`src/rtl/inst_fetch.sv`:
```
// Byte-serial instruction fetch: 4 byte reads per word, word on is_out 5 cycles after B0; stall_in freezes outputs, a finished word parks in a 1-entry hold buffer.
// Define INST_FETCH_ICACHE_EN to add a 32-line direct-mapped word cache looked up in B0.
module inst_fetch (
  input  logic        clk,
  input  logic        rst,
  input  logic        stall_in,
  input  logic        jump_en,
  input  logic [31:0] jump_pc,
  input  logic        mem_busy,
  input  logic [7:0]  mem_din,
  output logic        mem_req,
  output logic [31:0] mem_addr,
  output logic [31:0] pc_out,
  output logic [31:0] is_out
);

  localparam logic [2:0] S_IDLE = 3'd0;
  localparam logic [2:0] S_B0   = 3'd1;
  localparam logic [2:0] S_B1   = 3'd2;
  localparam logic [2:0] S_B2   = 3'd3;
  localparam logic [2:0] S_B3   = 3'd4;
  localparam logic [2:0] S_WAIT = 3'd5;

  logic [2:0]  state, state_nxt;
  logic [31:0] fpc;
  logic [7:0]  byte0, byte1, byte2;
  logic        hold_vld;
  logic [31:0] hold_word;
  logic        in_byte;
  logic [1:0]  byte_ofs;
  logic [31:0] fetch_word;
  logic        cache_hit;
  logic [31:0] cache_word;
  logic        word_done;
  logic [31:0] done_word;
  logic        deliver;
  logic [31:0] deliver_word;
  logic        park;

  assign fetch_word = {mem_din, byte2, byte1, byte0};

`ifdef INST_FETCH_ICACHE_EN
  logic [31:0] line_vld;
  logic [24:0] line_tag  [32];
  logic [31:0] line_data [32];
  logic [4:0]  line_idx;
  logic        fill;

  assign line_idx   = fpc[6:2];
  assign cache_hit  = (state == S_B0) && line_vld[line_idx] && (line_tag[line_idx] == fpc[31:7]);
  assign cache_word = line_data[line_idx];
  // A word discarded by a jump is not cached either.
  assign fill       = (state == S_WAIT) && !jump_en;

  always_ff @(posedge clk) begin
    if (rst) begin
      line_vld <= '0;
    end else if (fill) begin
      line_vld[line_idx] <= 1'b1;
    end
  end

  always_ff @(posedge clk) begin
    if (!rst && fill) begin
      line_tag[line_idx]  <= fpc[31:7];
      line_data[line_idx] <= fetch_word;
    end
  end
`else
  assign cache_hit  = 1'b0;
  assign cache_word = 32'h0;
`endif

  always_comb begin
    in_byte  = 1'b0;
    byte_ofs = 2'd0;
    case (state)
      S_B0: in_byte = 1'b1;
      S_B1: begin in_byte = 1'b1; byte_ofs = 2'd1; end
      S_B2: begin in_byte = 1'b1; byte_ofs = 2'd2; end
      S_B3: begin in_byte = 1'b1; byte_ofs = 2'd3; end
      default: ;
    endcase
  end

  assign mem_req  = in_byte && !mem_busy && !cache_hit;
  assign mem_addr = fpc + {30'd0, byte_ofs};

  assign word_done    = (state == S_WAIT) || cache_hit;
  assign done_word    = cache_hit ? cache_word : fetch_word;
  assign deliver      = !stall_in && (((state == S_IDLE) && hold_vld) || word_done);
  assign deliver_word = hold_vld ? hold_word : done_word;
  assign park         = stall_in && word_done;

  always_comb begin
    state_nxt = state;
    case (state)
      S_IDLE: if (!hold_vld || !stall_in) state_nxt = S_B0;
      S_B0: begin
        if (cache_hit)      state_nxt = stall_in ? S_IDLE : S_B0;
        else if (!mem_busy) state_nxt = S_B1;
      end
      // A busy memory port throws away the partial word; refetch from byte 0.
      S_B1:   state_nxt = mem_busy ? S_B0 : S_B2;
      S_B2:   state_nxt = mem_busy ? S_B0 : S_B3;
      S_B3:   state_nxt = mem_busy ? S_B0 : S_WAIT;
      S_WAIT: state_nxt = stall_in ? S_IDLE : S_B0;
      default: state_nxt = S_IDLE;
    endcase
  end

  always_ff @(posedge clk) begin
    if (rst) begin
      state     <= S_IDLE;
      fpc       <= 32'h0;
      pc_out    <= 32'h0;
      is_out    <= 32'h0;
      hold_vld  <= 1'b0;
      hold_word <= 32'h0;
      byte0     <= 8'h0;
      byte1     <= 8'h0;
      byte2     <= 8'h0;
    end else if (jump_en) begin
      state    <= S_B0;
      fpc      <= jump_pc;
      hold_vld <= 1'b0;
      is_out   <= 32'h0;
    end else begin
      state <= state_nxt;
      if (deliver) begin
        fpc    <= fpc + 32'd4;
        pc_out <= fpc + 32'd4;
      end
      if (!stall_in) is_out <= deliver ? deliver_word : 32'h0;
      if (park) begin
        hold_vld  <= 1'b1;
        hold_word <= done_word;
      end else if (deliver && hold_vld) begin
        hold_vld <= 1'b0;
      end
      case (state)
        S_B1: byte0 <= mem_din;
        S_B2: byte1 <= mem_din;
        S_B3: byte2 <= mem_din;
        default: ;
      endcase
    end
  end

endmodule
```
`config.mk`:
```
export PLATFORM = sky130hd
export DESIGN_NAME = inst_fetch
export DESIGN_NICKNAME = d
export VERILOG_FILES = /design/src/rtl/inst_fetch.sv
export SDC_FILE = /design/constraint.sdc
export NUM_CORES = 1
export LEC_CHECK = 0
export CAP_MARGIN = 0
export CORE_UTILIZATION = 54
export CTS_BUF_LIST = sky130_fd_sc_hd__clkbuf_8
export CTS_CLUSTER_SIZE = 20
export DETAILED_ROUTE_END_ITERATION = 8
export HOLD_SLACK_MARGIN = 0.03
export PLACE_DENSITY_LB_ADDON = 0.25
export SETUP_SLACK_MARGIN = 0.02
export SLEW_MARGIN = 20
export SYNTH_ARGS = -nofsm -noshare
export SYNTH_HDL_FRONTEND = slang
export SYNTH_SLANG_ARGS = --single-unit
```
`constraint.sdc`:
```
create_clock -name clk -period 3.3 [get_ports clk]
set_clock_uncertainty 0.05 [all_clocks]
set_input_delay 0.66 -clock clk [delete_from_list [all_inputs] [get_ports clk]]
set_output_delay 0.66 -clock clk [all_outputs]
set_load 0.005 [all_outputs]
```
* After elaboration in Yosys (flattened, before gate mapping)
Index checks and enable logic that the tools add are counted.
** Word-level totals
- Register bits :: 156
- Output and inout port bits :: 97
- Logic and storage cells :: 60
** Cells by class
- Add/sub/neg operators :: 2
- Equal/unequal tests :: 9
- Multiplexer cells :: 16
- Bitwise logic cells :: 1
- Reductions and logical operators :: 22
** Operators with widths (number)
- 2-to-1 mux 32 bit :: 4
- adder 32 x 2 -> 32 bit :: 1
- adder 32 x 3 -> 32 bit, second input constant :: 1
- one-hot mux 3 bit (6 select lines) :: 1
- AND reduction 2 bit :: 7
- 2-to-1 mux 3 bit :: 4
- == test 3 x 2 -> 1 bit, second input constant :: 2
- == test 3 bit, second input constant :: 2
- one-hot mux 2 bit (3 select lines) :: 1
- logical AND 1 bit :: 5
- 2-to-1 mux 1 bit :: 5
- nonzero test 2 bit :: 2
- OR reduction 4 bit :: 1
- == test 3 x 1 -> 1 bit, second input constant :: 1
- logical NOT 1 bit :: 3
- logical NOT 3 bit :: 1
- != test 3 x 2 -> 1 bit, second input constant :: 1
- != test 3 bit, second input constant :: 1
- logical OR 1 bit :: 2
- 2-to-1 mux 2 bit :: 1
- != test 2 x 1 -> 1 bit, second input constant :: 1
- != test 2 bit, second input constant :: 1
- OR reduction 2 bit :: 1
- NOT 1 bit :: 1

* Logic depth before layout (Yosys ltp)
- Word-level depth :: 7
- Gate-level depth with buffers :: 9

* Worst setup path before layout
Ideal clock, no wire load.
- Path type :: register -> output
- Start point :: reg state[2]
- End point :: out mem_addr[26]
- Arrival time :: 2.095 ns
- Required time :: 2.590 ns
- Setup slack :: 0.495 ns
- Stages on the path, launching flop included :: 10
- Buffers on the path :: 2
- Path through :: dfxtp_1 -> buf_1 -> xnor2_1 -> nor2_1 -> ha_1 -> inv_1 -> fa_1 -> clkbuf_1 -> nor3_1 -> xor2_1
** Between the ends
- Word-level cells in the longest chain between the ends :: 3
- Elaborated cells between the ends (all ways) :: 5
- Those cells by class :: 1 x add/sub; 3 x eq/ne; 1 x mux
** RTL lines
- start: declaration :: line 24 : logic [2:0] state, state_nxt;
- start signal: assignment :: line 129 : state <= state_nxt;
- == test 3 bit or == test 3 x 2 -> 1 bit (tied branches) :: line 77 : case (state)
- one-hot mux 2 bit (3 select lines) (*) :: line 77
- adder 32 x 2 -> 32 bit (*) :: line 87 : assign mem_addr = fpc + {30'd0, byte_ofs};
- end: declaration :: line 12 : output logic [31:0] mem_addr,
Every way passes the cells marked *; elsewhere a longest branch is shown, timed or not.

* Worst setup path after layout
- Start point :: reg state[0]
- End point :: out mem_addr[23]
The elaborated chain is that of the path after synthesis.

==> flow_summary.yaml <==
critical_path:
  required_ns: 2.59
  worst-setup-path-type: "register to primary output"
  arrival_ns: 2.50
  worstReg2RegStart: "state[0]"
  critPathMaxFanout: 4
  crit_path_end: "mem_addr[23]"
  rr_endpoint: "fpc[17]"
  reg2reg_depth: 6
  cp-startpoint: "state[0]"
  critPathCaptureType: "primary output"
  start_kind: "register"
  r2r_slack_ns: 0.87
finish:
  num_antenna_cells: 0
  drive_above_1_share_pct: 13.0
  nets: 1105
  postLayoutCoreUtil_pct: 73.0
  stdcell_area_um2: 9740
  regArea_um2: 3140
  multi_input_area_um2: 4120
  nFillCells: 1029
  finalNonFillerCells: 1243
  syn_to_final_growth_pct: 31.2
floorplanning:
  die_area_um2: 14200
  die_y_um: 119
  dieWidth_um: 119
  initial_core_util_pct: 55.6
  placement_rows: 42
  pin_count: 142
  core_um2: 13300
detailed_routing:
  drt_iter0_markers: 631
  ant_nets: 0
  routed_wl_um: 20400
  drt-met1-wl_um: 9230
  vias_per_cell: 5.62
  drt-pass1-iter-count: 5
  wl_per_cell_um: 16.4
  drcViolationCount: 0
  vias: 6987
  dr_wl_met2_um: 9260
  met3_wirelength_um: 1430
  top_layer_used: "met4"
global_route:
  grt_max_degree: 61
  grt_usage_pct: 29.0
  grt_pass1_wl_um: 32400
  grt_pass1_vias: 6354
  antenna_found_initial: 0
  overflow: 0
synth:
  syn_nets: 974
  ys_ff_latch: 156
  synth_flop_cell: "dfxtp_1"
  async_flop_share_pct: 0
  synth.area.top_cells: "dfxtp_1 42%, nor2_1 7.6%, nand2_1 6.8%, a21oi_1 6.3%, mux2i_1 5.8%"
  synth-edff-count: 0
  yosysSeqAreaShare_pct: 42.1
  yosys.area.top_type_share_pct: 42.1
  synth_cell_types: 51
  synthCells: 925
  avgSynthCellArea_um2: 8.03
  syn_area_um2: 7420
  ys_warn_count: 0
  synth_top_cell_by_area: "dfxtp_1"
sta:
  fin_tns_setup_ns: 0
  fmax_mhz: 312
  worst-slew-pin-transition_ns: 1.09
  setup-violations-final: 0
  rsz0062_at_grt: "true"
  setup_ws_ns: 0.0899
  fin_crit_sh_pct: 97.3
  slew_headroom_pct: 26.8
  fin_hold_ws_ns: 0.405
  min_period_ns: 3.21
  finalHoldViolCount: 0
  slew_viol_final: 0
clock_network:
  clockBufferDepth: 2
  tritoncts: "built"
  numCtsBuffers: 17
  htreeDepth: 4
  clkTransAtPathRegs_ns: 0.08
  clock_sinks: 156
  cts_hold_buf: 0
  cts-root-buf: "clkbuf_8"
  clock_latency_ns: 0.45
pwr:
  power.share.clock_pct: 36.7
  vdd_drop_max_uv: 349
  p_sw_mw: 0.932
  finalPower_mw: 3.64
  p_comb_share_pct: 9.6
  p_int_mw: 2.71
  pwr-share-seq_pct: 53.7
  power_density_nw_per_um2: 374
  netSwitchingFraction_pct: 25.6
  power.leakage_nw: 3.54
run_status:
  outcome: "complete, no violations"
placed_design:
  io_buffers: 141
  dp_cells: 1206
  place_hpwl_um: 13700
  place_ws_ns: -0.0639
  place_congestion: 0.906
  post_dp_cell_area_um2: 9080
hold_path:
  hold_path_depth: 2
  hold_class: "register to register"
run:
  maxCapViolCount: 0
==> critical path: stages, from the launching register on <==
cell	delay [ns]
dfxtp_2	0.35
nor2b_4	0.13
a22oi_2	0.19
inv_1	0.09
ha_4	0.24
a21oi_4	0.23
buf_12	0.16
nor2_2	0.04
xor2_1	0.12
clkdlybuf4s50_1	0.51
==> routing by layer <==
| layer | track usage [%] | up-vias |
|---|---|---|
| met5 | 0 | - |
| met4 | 11.1 | 0 |
| met3 | 6.13 | 42 |
| met2 | 43.0 | 264 |
| met1 | 41.0 | 3302 |
| li1 | - | 3379 |
==> cell usage in the layout, fill, tap and decap left out, types with 3 or more instances in the layout <==
| master | n |
|---|---|
| nor2_1 | 143 |
| or3_1 | 4 |
| buf_4 | 50 |
| nor3_1 | 8 |
| clkdlybuf4s50_1 | 117 |
| nand4_1 | 13 |
| inv_1 | 7 |
| dfxtp_1 | 143 |
| xor2_1 | 44 |
| nor2_2 | 6 |
| xnor2_1 | 31 |
| clkbuf_8 | 19 |
| nor4_1 | 8 |
| buf_12 | 3 |
| o21ai_0 | 10 |
| dlygate4sd2_1 | 6 |
| and3_1 | 11 |
| nor3_2 | 5 |
| clkinvlp_4 | 3 |
| and2_1 | 6 |
| a311oi_1 | 3 |
| nor2b_1 | 3 |
| nand3_1 | 13 |
| a21oi_1 | 93 |
| nand2b_1 | 4 |
| nand2_1 | 135 |
| xnor2_2 | 4 |
| a211oi_1 | 45 |
| clkinv_2 | 3 |
| mux2i_1 | 43 |
| dlymetal6s2s_1 | 17 |
| dfxtp_2 | 13 |
==> cells by family after synthesis <==
family | count (synthesis) | synth area share, %
compound gates | 170 | 13.9
xor+xnor | 79 | 9.32
buf+inv | 89 | 5.07
fa+ha+maj | 4 | 0.775
mux | 43 | 5.80
simple gates | 384 | 23.1
flops | 156 | 42.1
==> power groups by stage <==
stage / Clock, mW / Sequential (mW) / Combinational [mW]
floorplan: 0 / 1.97 / 0.192
global placement: 0 / 1.99 / 0.343
detailed placement: 0 / 1.99 / 0.342
CTS: 1.34 / 1.95 / 0.347
global route: 1.42 / 1.96 / 0.374
finish: 1.34 / 1.96 / 0.350
==> final cells by class <==
| cell class | instances | share of cell area (%) |
|---|---|---|
| sequential | 156 | 32.2 |
| timing repair buffer | 194 | 19.3 |
| clock buffer | 19 | 2.68 |
| multi-input combinational | 680 | 42.2 |
| tap | 176 | 2.26 |
| clock inverter | 11 | 1.00 |
| inverter | 7 | 0.270 |
==> flip-flops by register name (all words and copies together) (netlist names) <==
name,cells
fpc,32
hold_word,32
is_out,32
pc_out,32
byte0,8
byte1,8
byte2,8
state,3
hold_vld,1
==> worst min-delay path by stage <==
stage | start | to | slack (ns)
5_1_grt | hold_word[12] | hold_word[12] | 0.42
3_5_place_dp | hold_word[12] | hold_word[12] | 0.40
4_1_cts | hold_word[12] | hold_word[12] | 0.41
6_report | hold_word[11] | hold_word[11] | 0.41
3_3_place_gp | hold_word[29] | hold_word[29] | 0.39
2_1_floorplan | hold_word[0] | hold_word[0] | 0.39
==> cells in the mapped netlist (all sizes together) (11+ instances only) <==
cell and instances:
a211oi 46, nand3 15, mux2i 43, xnor2 35
dfxtp 156, nor3 15, buf 25, xor2 44
clkbuf 57, and3 12, nand4 14, nor4 11
a21oi 94, o21ai 11, nand2 136, nor2 150
==> timing repair <==
| item | 4_1_cts | 5_1_grt |
|---|---|---|
| pin swaps | 5 | 5 |
| endpoints found under the setup margin | 29 | 26 |
| gates resized for setup | 38 | 40 |
| buffers inserted | 5 | 2 |
No activity file was read; power rests on OpenSTA's default activity.
